File: src/rtl/fetch_pkg.sv
// fetch_pkg: shared widths, constants and fetch-entry type for the fetch front end
package fetch_pkg;
  localparam int PC_W = 32;
  localparam logic [31:0] NOP_INSTR = 32'h0000_0000;
  localparam logic [PC_W-1:0] DEFAULT_RESET_PC = 32'h0000_0000;
  typedef struct packed {
    logic [PC_W-1:0] pc;
    logic [31:0] instr;
  } fetch_entry_t;
endpackage

File: src/rtl/fetch_queue.sv
// fetch_queue: circular fetch FIFO with push, pop and flush
module fetch_queue import fetch_pkg::*; #(
  parameter int DEPTH = 4
) (
  input  logic clk,
  input  logic rst_n,
  input  logic push,
  input  logic pop,
  input  logic flush,
  input  fetch_entry_t din,
  output fetch_entry_t head_entry,
  output logic [$clog2(DEPTH):0] count,
  output logic full,
  output logic empty
);
  localparam int AW = $clog2(DEPTH);
  fetch_entry_t mem [DEPTH];
  logic [AW-1:0] head, tail;
  assign head_entry = mem[head];
  assign full = count == (AW+1)'(DEPTH);
  assign empty = count == '0;
  always_ff @(posedge clk)
    if (!rst_n) begin
      for (int i = 0; i < DEPTH; i++) mem[i] <= '{pc: '0, instr: NOP_INSTR};
      head <= '0;
      tail <= '0;
      count <= '0;
    end else if (flush) begin
      head <= '0;
      tail <= '0;
      count <= '0;
    end else begin
      if (push) begin
        mem[tail] <= din;
        tail <= tail + 1'b1;
      end
      if (pop) head <= head + 1'b1;
      count <= count + (AW+1)'(push) - (AW+1)'(pop);
    end
endmodule

File: src/rtl/fetch_unit.sv
// fetch_unit: PC register, fetch queue arbitration and redirect handling
module fetch_unit import fetch_pkg::*; #(
  parameter int DEPTH = 4,
  parameter logic [PC_W-1:0] RESET_PC = DEFAULT_RESET_PC
) (
  input  logic clk,
  input  logic rst_n,
  output logic [PC_W-1:0] imem_addr,
  input  logic [31:0] imem_instr,
  input  logic fetch_en,
  input  logic redirect_valid,
  input  logic [PC_W-1:0] redirect_pc,
  output logic out_valid,
  input  logic out_ready,
  output logic [PC_W-1:0] out_pc,
  output logic [PC_W-1:0] out_pc_plus4,
  output logic [31:0] out_instr,
  output logic [$clog2(DEPTH):0] queue_count
);
  logic [PC_W-1:0] pc;
  logic push, pop, full, empty;
  fetch_entry_t head;
  assign imem_addr = pc;
  assign out_valid = !empty && !redirect_valid;
  assign pop = out_valid && out_ready;
  assign push = fetch_en && !redirect_valid && (!full || pop);
  assign out_pc = head.pc;
  assign out_instr = head.instr;
  assign out_pc_plus4 = head.pc + 32'd4;
  always_ff @(posedge clk)
    if (!rst_n) pc <= RESET_PC;
    else if (redirect_valid) pc <= redirect_pc & ~32'h3;
    else if (push) pc <= pc + 32'd4;
  fetch_queue #(.DEPTH(DEPTH)) u_queue (
    .clk(clk),
    .rst_n(rst_n),
    .push(push),
    .pop(pop),
    .flush(redirect_valid),
    .din({pc, imem_instr}),
    .head_entry(head),
    .count(queue_count),
    .full(full),
    .empty(empty)
  );
endmodule
File: config.mk
export PLATFORM = sky130hd
export DESIGN_NAME = fetch_unit
export DESIGN_NICKNAME = d
export VERILOG_FILES = /design/src/rtl/fetch_pkg.sv /design/src/rtl/fetch_queue.sv /design/src/rtl/fetch_unit.sv
export SDC_FILE = /design/constraint.sdc
export NUM_CORES = 1
export LEC_CHECK = 0
export CAP_MARGIN = 40
export CELL_PAD_IN_SITES_DETAIL_PLACEMENT = 0
export CELL_PAD_IN_SITES_GLOBAL_PLACEMENT = 1
export CORE_ASPECT_RATIO = 0.7
export CORE_MARGIN = 2
export CORE_UTILIZATION = 35
export CTS_BUF_LIST = sky130_fd_sc_hd__clkbuf_4 sky130_fd_sc_hd__clkbuf_8
export CTS_CLUSTER_SIZE = 16
export DETAILED_ROUTE_END_ITERATION = 7
export MAX_ROUTING_LAYER = met4
export PLACE_DENSITY = 0.71
export RECOVER_POWER = 50
export SYNTH_ARGS = -nofsm -noshare
export SYNTH_HDL_FRONTEND = slang
export SYNTH_SLANG_ARGS = --single-unit
File: constraint.sdc
create_clock -name clk -period 11.1 [get_ports clk]
set_input_delay 1.11 -clock clk [delete_from_list [all_inputs] [get_ports clk]]
set_output_delay 1.11 -clock clk [all_outputs]
set_load 0.1 [all_outputs]
==> metrics.md <==
| Metric | Value |
|---|---|
| Status | finished, violations left |
| Failing checks | capacitance limit, slew limit |
| Port bufs | ~190 |
| Detailed Routing Iterations Pass 1 | 7 |
| P&R area growth vs syn | 41.5% |
| Min cycle time layout | 7480 ps |
| Synth Area in Simple Gates | 14.3% |
| Crit path max fanout | 41 |
| Total negative slack | 0 ps |
| Clock sinks | 287 |
| Peak VDD IR | 0.0000685 V |
| Crit end category | output port |
| WL/cell | between 15 and 20 microns |
| Area contributors post-synth | edfxtp_1 (57%), mux4_2 (9.6%), dfxtp_1 (6.0%) |
| Core Box Area | 37,100 sq um |
| Final setup fails | 0 |
| DRC violation count after routing | 0 |
| Post-CTS Resized | 0 |
| P_leak | between 7 and 8 nW |
| CTS Buf Count | 48 |
| Setup WS pre-CTS | between 6000 and 7000 ps |
| Primary FF master, synth | edfxtp_1 |
| Post-CTS setup buffers | 0 |
| Global Route Usage Sum | between 10% and 20% |
| Pin count of the biggest net entering global routing | 63 |
| Post-route ant nets | 0 |
| Largest family of logic cells by synthesized area | simple AND/OR/NAND/NOR gates |
| Area leader, netlist | edfxtp_1 |
| Slew headroom | -130% |
| Multi-input logic area | 4330 sq um |
| Max frequency | approximately 130 MHz |
| Final layout net count | 1,412 |
| WP data required | 9990 ps |
| Number of synthesized flops with an enable pin | 248 |
| Io pins | 201 |
| Final WS setup | 3620 ps |
| HP Class | flop to flop |
| DR vias/cell | 4.84 |
| Mapped Cells | 1,008 |
| Final hold slack | between 500 and 600 ps |
| FFs w/ async S/R, synth | 0% |
| Yosys top cell area share | a little under three fifths |
| Syn avg cell area | 13.0 sq um |
| Placer Congestion | around 0.75 |
| Post-CTS Hold Buffers | 0 |
| Synth Area in XOR/XNOR | under 10% |
| Root Buffer Master | clkbuf_8 |
| Setup crit start kind | flop |
| Iteration-0 DRC Markers | 665 |
| Die Y | 166 microns |
| Netlist Area Pre-Place | 13,100 sq um |
| Post-DP HPWL | ~22,000 microns |
| Starting Density | a little over a third |
| Synth Area in Adders | 0.534% |
| Post-synthesis register bit count | 287 |
| Clock latency on the worst-skew pair | slightly below 600 ps |
| Clock buffer depth | 3 |
| Arr. time, crit path | 6370 ps |
| Die width | 235 microns |
| Worst-margin pin slew | 3450 ps |
| Antenna violations before repair | 0 |
| Post-synthesis mux area share | between 10 and 15% |
| FF/Latch Area | 8230 sq um |
| First-pass GRT wire length | approximately 56,000 microns |
| Commonest non-fill, non-tap cell in the layout | edfxtp_1 |
| Total routed wirelength | 35,200 microns |
| RSZ-0062 raised after global routing | no |
| Clk_skew | approximately 42 ps |
| # rows | just under 60 |
| Sequential area share after synthesis | 62.7% |
| Layout cell share with drive strength beyond 1 | 19.7% |
| Final Cycle Share | 67.4% |
| Power density over the cells | approximately 150 nW/um^2 |
| Max_cap viols | 10 |
| Final slew viol count | 346 |
| Synth Area in Compound Gates | 3.12% |
| Distinct cells, synth | 54 |
| Aggregate global routing overflow | 0 |
| Clk slew on worst S/H paths | 70 ps |
| Routed vias | between 9,000 and 10,000 |
| Synth Warn # | 0 |
| Commonest cells after routing, fill and taps aside | edfxtp_1 (248), nor2_1 (203), clkdlybuf4s50_1 (170), buf_8 (89), nand2_1 (88) |
| Setup CP Type | flop to output port |
| Final Hold Viols | 0 |
| ANT cells | 0 |
| CTS tree | built |
| Htree depth | 2 |
| Layout fillers | 3,232 |
| DIE AREA | 39,100 sq um |
| Power, Total | around 0.0027 W |
| Vias in the first global route | just under 10,000 |
==> flip-flops by register name (all words and copies together) (netlist names), named ones only <==
name / count
u_queue.tail: 2
u_queue.head: 2
imem_addr: 30
u_queue.count: 3
u_queue.mem: 248
==> final timing paths <==
kind              cells after the start  slack [ps]             start                  to
setup / recovery                      8        3620              flop    out_pc_plus4[31]
hold / removal                        2         540   u_queue.head[1]     u_queue.head[1]
setup reg to reg                      5        6110  u_queue.count[1]  u_queue.mem[1][11]
hold reg to reg                       2         540   u_queue.head[1]     u_queue.head[1]
==> report_power, final <==
part	internal (W)	switching, W	total, W	leakage, nW
clock network	0.000506	0.000426	0.000932	0.480
registers	0.00122	0.0000245	0.00125	2.89
logic	0.000200	0.000358	0.000558	3.85
total	0.00193	0.000809	0.00274	7.23
==> synthesized netlist by cell type, drive strengths merged, types with 8 or more instances <==
master    n
edfxtp  248
nor2    206
nand2    89
inv      77
mux4     62
dfxtp    39
clkbuf   36
xnor2    36
buf      25
xor2     20
nor3     19
nand2b   18
o21ai    18
nand3    16
nand4    12
and3     11
nor4     10
o211a    10
a21oi     9
and2      8
==> stage by stage <==
| step | util [%] | instances | instance area, sq um |
|---|---|---|---|
| finish | 50.1 | 1861 | 18600 |
| global route | 50.1 | 1861 | 18600 |
| CTS | 50.8 | 1861 | 18800 |
| detailed placement | 48.3 | 1776 | 17900 |
| global placement | 41.8 | 1642 | 15500 |
| floorplan | - | 1013 | 13100 |
==> logic make-up (layout without fill, tap and decap cells) <==
kind of cell             count (synthesis)  count (layout)
XOR/XNOR                                56              56
adder cells (fa/ha/maj)                  5               5
AO/OA/AOI/OAI                           54              54
flip-flops                             287             287
multiplexers                            63              63
buffers and inverters                  138             498
other                                    1               6
AND/OR/NAND/NOR                        404             404
==> critical path, cell delays in order, from the launching register on <==
cell,delay (ps)
dfxtp_1,1070
clkbuf_1,1970
mux4_2,710
nand4_1,280
nor2_2,470
nand4_1,240
xnor2_1,200
clkdlybuf4s50_1,620
buf_16,200
==> routing by layer <==
metal / global-route usage, % / part of all wire (%) / wire [microns] / vias to the layer above
li1: - / - / - / 4247
met1: 24.5 / 44 / 15500 / 4507
met2: 31.9 / 50 / 17600 / 215
met3: 3.17 / 4.5 / 1580 / 43
met4: 4.29 / 1.5 / 529 / 0
met5: - / 0 / 0 / -
==> area by class of cell <==
type	count	share of cell area, %
Clock buffer	58	3.96
Clock inverter	27	1.04
Inverter	77	1.56
Multi-Input combinational cell	588	23.3
Sequential cell	287	44.3
Tap cell	488	3.29
Timing Repair Buffer	336	22.5
Power figures use the tool's default switching activity.
